`src/rtl/st_bus_arbiter.sv`:
```
// Bus-mastership arbiter: runs the 68000 BR/BG/BGACK handshake on behalf of up to
// NREQ DMA engines, granting them round-robin, one tenure at a time.
module st_bus_arbiter #(
  parameter int NREQ       = 2,
  parameter int MAX_TENURE = 64,
  parameter int BG_TIMEOUT = 255
) (
  input  logic            clk,
  input  logic            reset_n,
  input  logic            phi2,
  input  logic [NREQ-1:0] req,
  output logic [NREQ-1:0] gnt,
  output logic            br_n,
  input  logic            bg_n,
  output logic            bgack_n,
  input  logic            as_n,
  output logic            busy,
  output logic            timeout
);

  localparam int IW = (NREQ > 1) ? $clog2(NREQ) : 1;

  localparam logic [2:0] S_IDLE    = 3'd0;
  localparam logic [2:0] S_REQ     = 3'd1;
  localparam logic [2:0] S_WAITAS  = 3'd2;
  localparam logic [2:0] S_OWN     = 3'd3;
  localparam logic [2:0] S_RELEASE = 3'd4;

  localparam logic [IW-1:0] LAST_RST       = IW'(NREQ - 1);
  localparam bit            TENURE_LIMITED = (MAX_TENURE != 0);
  localparam logic [7:0]    TENURE_LAST    = 8'(MAX_TENURE - 1);
  localparam logic [7:0]    TIMEOUT_LIM    = 8'(BG_TIMEOUT);

  logic [2:0]      state;
  logic [IW-1:0]   winner;
  logic [IW-1:0]   last;
  logic [7:0]      wait_cnt;
  logic [7:0]      tenure_cnt;
  logic            as_ok;
  logic            bg_q;
  logic            as_q;

  logic [IW-1:0]   pick_idx;
  logic            pick_found;
  logic [IW-1:0]   cand;
  logic [NREQ-1:0] win_onehot;
  logic [7:0]      wait_nxt;
  logic [7:0]      tenure_nxt;

  assign busy       = (state != S_IDLE);
  assign wait_nxt   = (wait_cnt == 8'hFF) ? wait_cnt : wait_cnt + 8'd1;
  assign tenure_nxt = (tenure_cnt == 8'hFF) ? tenure_cnt : tenure_cnt + 8'd1;

  // Round-robin search: first set request starting just after the last winner.
  // NOTE: every combinational output gets a default before any branch so no latch is inferred.
  always_comb begin
    pick_found = 1'b0;
    pick_idx   = last;
    cand       = '0;
    for (int k = 1; k <= NREQ; k++) begin
      cand = IW'((int'(last) + k) % NREQ);
      if (!pick_found && req[cand]) begin
        pick_found = 1'b1;
        pick_idx   = cand;
      end
    end
  end

  always_comb begin
    win_onehot         = '0;
    win_onehot[winner] = 1'b1;
  end

  // NOTE: sequential state uses non-blocking assignments so every register samples pre-edge values.
  always_ff @(posedge clk or negedge reset_n) begin
    if (!reset_n) begin
      state      <= S_IDLE;
      winner     <= '0;
      last       <= LAST_RST;
      wait_cnt   <= '0;
      tenure_cnt <= '0;
      as_ok      <= 1'b0;
      bg_q       <= 1'b1;
      as_q       <= 1'b1;
      gnt        <= '0;
      br_n       <= 1'b1;
      bgack_n    <= 1'b1;
      timeout    <= 1'b0;
    end else if (phi2) begin
      bg_q    <= bg_n;
      as_q    <= as_n;
      timeout <= 1'b0;
      case (state)
        S_IDLE: begin
          if (pick_found) begin
            winner   <= pick_idx;
            br_n     <= 1'b0;
            wait_cnt <= '0;
            state    <= S_REQ;
          end
        end
        S_REQ: begin
          wait_cnt <= wait_nxt;
          if (!bg_q) begin
            as_ok <= 1'b0;
            state <= S_WAITAS;
          end else if (wait_nxt >= TIMEOUT_LIM) begin
            br_n    <= 1'b1;
            timeout <= 1'b1;
            state   <= S_IDLE;
          end
        end
        S_WAITAS: begin
          // Two consecutive idle-strobe samples mean the CPU's bus cycle has ended.
          if (as_q) begin
            if (as_ok) begin
              gnt        <= win_onehot;
              bgack_n    <= 1'b0;
              br_n       <= 1'b1;
              last       <= winner;
              tenure_cnt <= '0;
              state      <= S_OWN;
            end else begin
              as_ok <= 1'b1;
            end
          end else begin
            as_ok <= 1'b0;
          end
        end
        S_OWN: begin
          tenure_cnt <= tenure_nxt;
          if (!req[winner] || (TENURE_LIMITED && tenure_cnt == TENURE_LAST)) begin
            gnt   <= '0;
            state <= S_RELEASE;
          end
        end
        S_RELEASE: begin
          bgack_n <= 1'b1;
          state   <= S_IDLE;
        end
        default: state <= S_IDLE;
      endcase
    end
  end

endmodule

```
`config.mk`:
```
export PLATFORM = sky130hd
export DESIGN_NAME = st_bus_arbiter
export DESIGN_NICKNAME = d
export VERILOG_FILES = /design/src/rtl/st_bus_arbiter.sv
export SDC_FILE = /design/constraint.sdc
export NUM_CORES = 1
export LEC_CHECK = 0
export ABC_AREA = 0
export BUFFER_PORTS_ARGS = -buffer_cell sky130_fd_sc_hd__buf_2
export CELL_PAD_IN_SITES_DETAIL_PLACEMENT = 1
export CELL_PAD_IN_SITES_GLOBAL_PLACEMENT = 1
export CORE_ASPECT_RATIO = 0.8
export CORE_MARGIN = 2
export CORE_UTILIZATION = 40
export CTS_CLUSTER_SIZE = 12
export DETAILED_ROUTE_END_ITERATION = 12
export GPL_TIMING_DRIVEN = 0
export HOLD_SLACK_MARGIN = 0.05
export PLACE_DENSITY_LB_ADDON = 0.1
export SKIP_CTS_REPAIR_TIMING = 1
export SLEW_MARGIN = 0
export SYNTH_ARGS = -nofsm -noshare
export SYNTH_HDL_FRONTEND = slang
export SYNTH_SLANG_ARGS = --single-unit
export TNS_END_PERCENT = 50
```
`constraint.sdc`:
```
create_clock -name clk -period 2.4 [get_ports clk]
set_clock_uncertainty 0.1 [all_clocks]
set_input_delay 0.24 -clock clk [delete_from_list [all_inputs] [get_ports clk]]
set_output_delay 0.24 -clock clk [all_outputs]
set_load 0.03 [all_outputs]
```
==> impl_metrics.json <==
{
  "fp-row-count": 20,
  "placed_area_mm2": 0.001793,
  "clk_latency_ns": 0.28,
  "maxCapViolCount": 0,
  "setup_tns_ns": 0,
  "postRouteAntennaNets": 0,
  "period_minus_slack_ns": 2.225,
  "drc": 0,
  "ff_latch_area_um2": 732.0,
  "cts_sinks": 29,
  "root_buffer": "clkbuf_8",
  "dieWidth_um": 76.12,
  "antenna_found_initial": 0,
  "crit_slowest_cell": "o311ai_1",
  "cts.clk_slew.worst_paths_ns": 0.06,
  "syn_area_mm2": 0.001664,
  "initial_utilization": 0.4263,
  "synth.avg_cell_area_um2": 9.143,
  "clk_path_buf_depth": 2,
  "grtUsageTotal": 0.1910,
  "whs_endpoint": "bg_q",
  "wl_per_cell_um": 15.58,
  "min_from": "bg_n",
  "cts_buffers": 5,
  "drtIter0Drc": 57,
  "grt_pass1_wl_mm": 6.969,
  "ys_types": 50,
  "nFillCells": 476,
  "wl_mm": 4.019,
  "multi_input_area_um2": 873.3,
  "io_buffer_count": 12,
  "dp_hpwl_mm": 2.969,
  "setup_ws_ns": 0.1748,
  "hold_path_class": "input pin to flop",
  "synth_nets": 191,
  "vias_per_cell": 5.574,
  "tritoncts": "built",
  "rsz0062_at_grt": "false",
  "holdPathStages": 3,
  "seq_area_frac_synth": 0.4398,
  "synth_seq_cells": 29,
  "die-area_mm2": 0.004696,
  "die_h_um": 61.69,
  "p_leak_nw": 0.7939,
  "layout_commonest_cell": "dfrtp_1",
  "vdd_drop_max_mv": 0.4423,
  "grt_pass1_vias": 1434,
  "finalNetCount": 211,
  "gp_congestion": 0.8739,
  "grt_max_degree": 30,
  "area_growth_pct": 13.76,
  "status": "finished clean",
  "p_total_w": 0.001775,
  "r2r_setup_slack_ns": 0.17,
  "io_pins": 13,
  "crit_type": "flop to flop",
  "worst_pin_slew_ns": 0.7309,
  "maxSlewHeadroom": 0.5087,
  "slowest_delay_ns": 0.43,
  "crit_path_max_fanout": 5,
  "reg2reg_depth": 6,
  "timing.final.crit_share": 0.9272,
  "cp-start-kind": "flop",
  "arrival_ns": 2.29,
  "fin_area_mm2": 0.001893,
  "drive_gt1_frac": 0.1921,
  "dp_slack_ns": 0.1569,
  "worst-path-buf-inv": 0,
  "setup_violations": 0,
  "synth-main-ff-cell": "dfrtp_1",
  "async_flop_share": 1.000,
  "yosysTopAreaCellShare": 0.3609,
  "r2r-start": "tenure_cnt[0]",
  "cp-end-kind": "flop",
  "crit_chain": "ha_1, nand3_1, o311ai_1, nand2_1, nor3b_2, mux2_2",
  "synthTopCellsByArea": "dfrtp_1 36%, dfstp_2 7.9%, nand2_1 5.2%",
  "drt_pre_antenna_iters": 4,
  "drv_slew": 0,
  "most-common-layout-cells": "24 x dfrtp_1, 23 x nand2_1, 17 x o21ai_0",
  "r2r_end": "winner",
  "synth_edf_count": 0,
  "max_freq_mhz": 449.4,
  "yosys_warnings": 0,
  "design.core.area_mm2": 0.003904,
  "antenna_cells": 0,
  "required_ns": 2.46,
  "grt_overflow": 0,
  "syn_inst": 182,
  "hold_viol_final": 0,
  "htreeDepth": 2,
  "power.density_mw_per_mm2": 937.7,
  "synth_top_cell_by_area": "dfrtp_1",
  "crit_family": "simple AND/OR/NAND/NOR gates",
  "via_count": 1438
}
-- worst max-delay path by stage --
| stage | start | end | slack (ns) | cells past startpoint |
|---|---|---|---|---|
| floorplan | tenure_cnt[0] | winner | 0.49 | 6 |
| global placement | tenure_cnt[0] | winner | 0.20 | 6 |
| detailed placement | tenure_cnt[0] | winner | 0.16 | 6 |
| CTS | tenure_cnt[0] | winner | 0.15 | 6 |
| global route | tenure_cnt[0] | winner | 0.003 | 6 |
| finish | tenure_cnt[0] | winner | 0.17 | 6 |
-- flip-flops by register name (all words and copies together), names as in the netlist, 2 cells and up --
name,cells
tenure_cnt,8
wait_cnt,8
gnt,2
state,3
-- where the power goes --
group / leakage, nW / total (W) / switching (W) / internal [W]
sequential: 0.375 / 0.000704 / 0.0000970 / 0.000607
clock: 0.0455 / 0.000412 / 0.000178 / 0.000233
combinational: 0.373 / 0.000659 / 0.000406 / 0.000253
total: 0.794 / 0.00178 / 0.000682 / 0.00109
-- cell type report --
type	instances	area share
plain buffers	8	0.02512
inverters	3	0.005948
well taps	55	0.03635
multi-input cells	142	0.4613
repair buffers	13	0.03701
clock buffers	8	0.04759
flip-flops and latches	29	0.3866
-- stage by stage --
| stage | util | instances | hold slack, ns |
|---|---|---|---|
| 3_5_place_dp | 0.4593 | 249 | 0.2161 |
| 5_1_grt | 0.4849 | 258 | 0.09789 |
| 3_3_place_gp | 0.4593 | 249 | 0.2011 |
| 6_report | 0.4849 | 258 | 0.08466 |
| 4_1_cts | 0.4824 | 257 | -0.08643 |
| 2_1_floorplan | - | 182 | -0.1556 |
-- worst min-delay path, cell delays in order --
cell and delay [ns]:
buf_2 0.08, nand2_1 0.04, o21ai_0 0.06
-- cell usage after synthesis (2+ instances only) --
master	instances
nor3_1	6
dfrtp_1	24
and3_1	2
nor2_1	13
o22ai_1	2
or2_2	2
nor3_2	2
o21ai_0	17
clkbuf_1	3
mux2_2	3
dfstp_2	5
nand4_1	4
a31oi_1	4
o31ai_1	3
buf_4	2
buf_2	2
nor2b_1	2
mux2i_1	2
a21oi_1	11
nor4_1	3
or2b_1	2
ha_1	2
xnor2_1	6
nand2_1	23
nand3_1	6
nand2b_1	2
and2_1	3
inv_1	3
and4_1	2
-- routing by layer --
layer  vias up  wire (um)  global-route usage
li1        708          -                   -
met2        16       1740              0.3112
met3         5         95             0.04046
met1       709       2137              0.2582
met5         -          0                   0
met4         0         45             0.07532
-- logic make-up after synthesis --
kind of cell    after synthesis  share of synthesized area
flops                        29                     0.4399
xor+xnor                      6                    0.03158
simple gates                 81                     0.2669
compound gates               48                     0.1790
fa+ha+maj                     2                    0.01504
mux                           5                    0.03233
buf+inv                      11                    0.03533
Power figures use the tool's default switching activity.
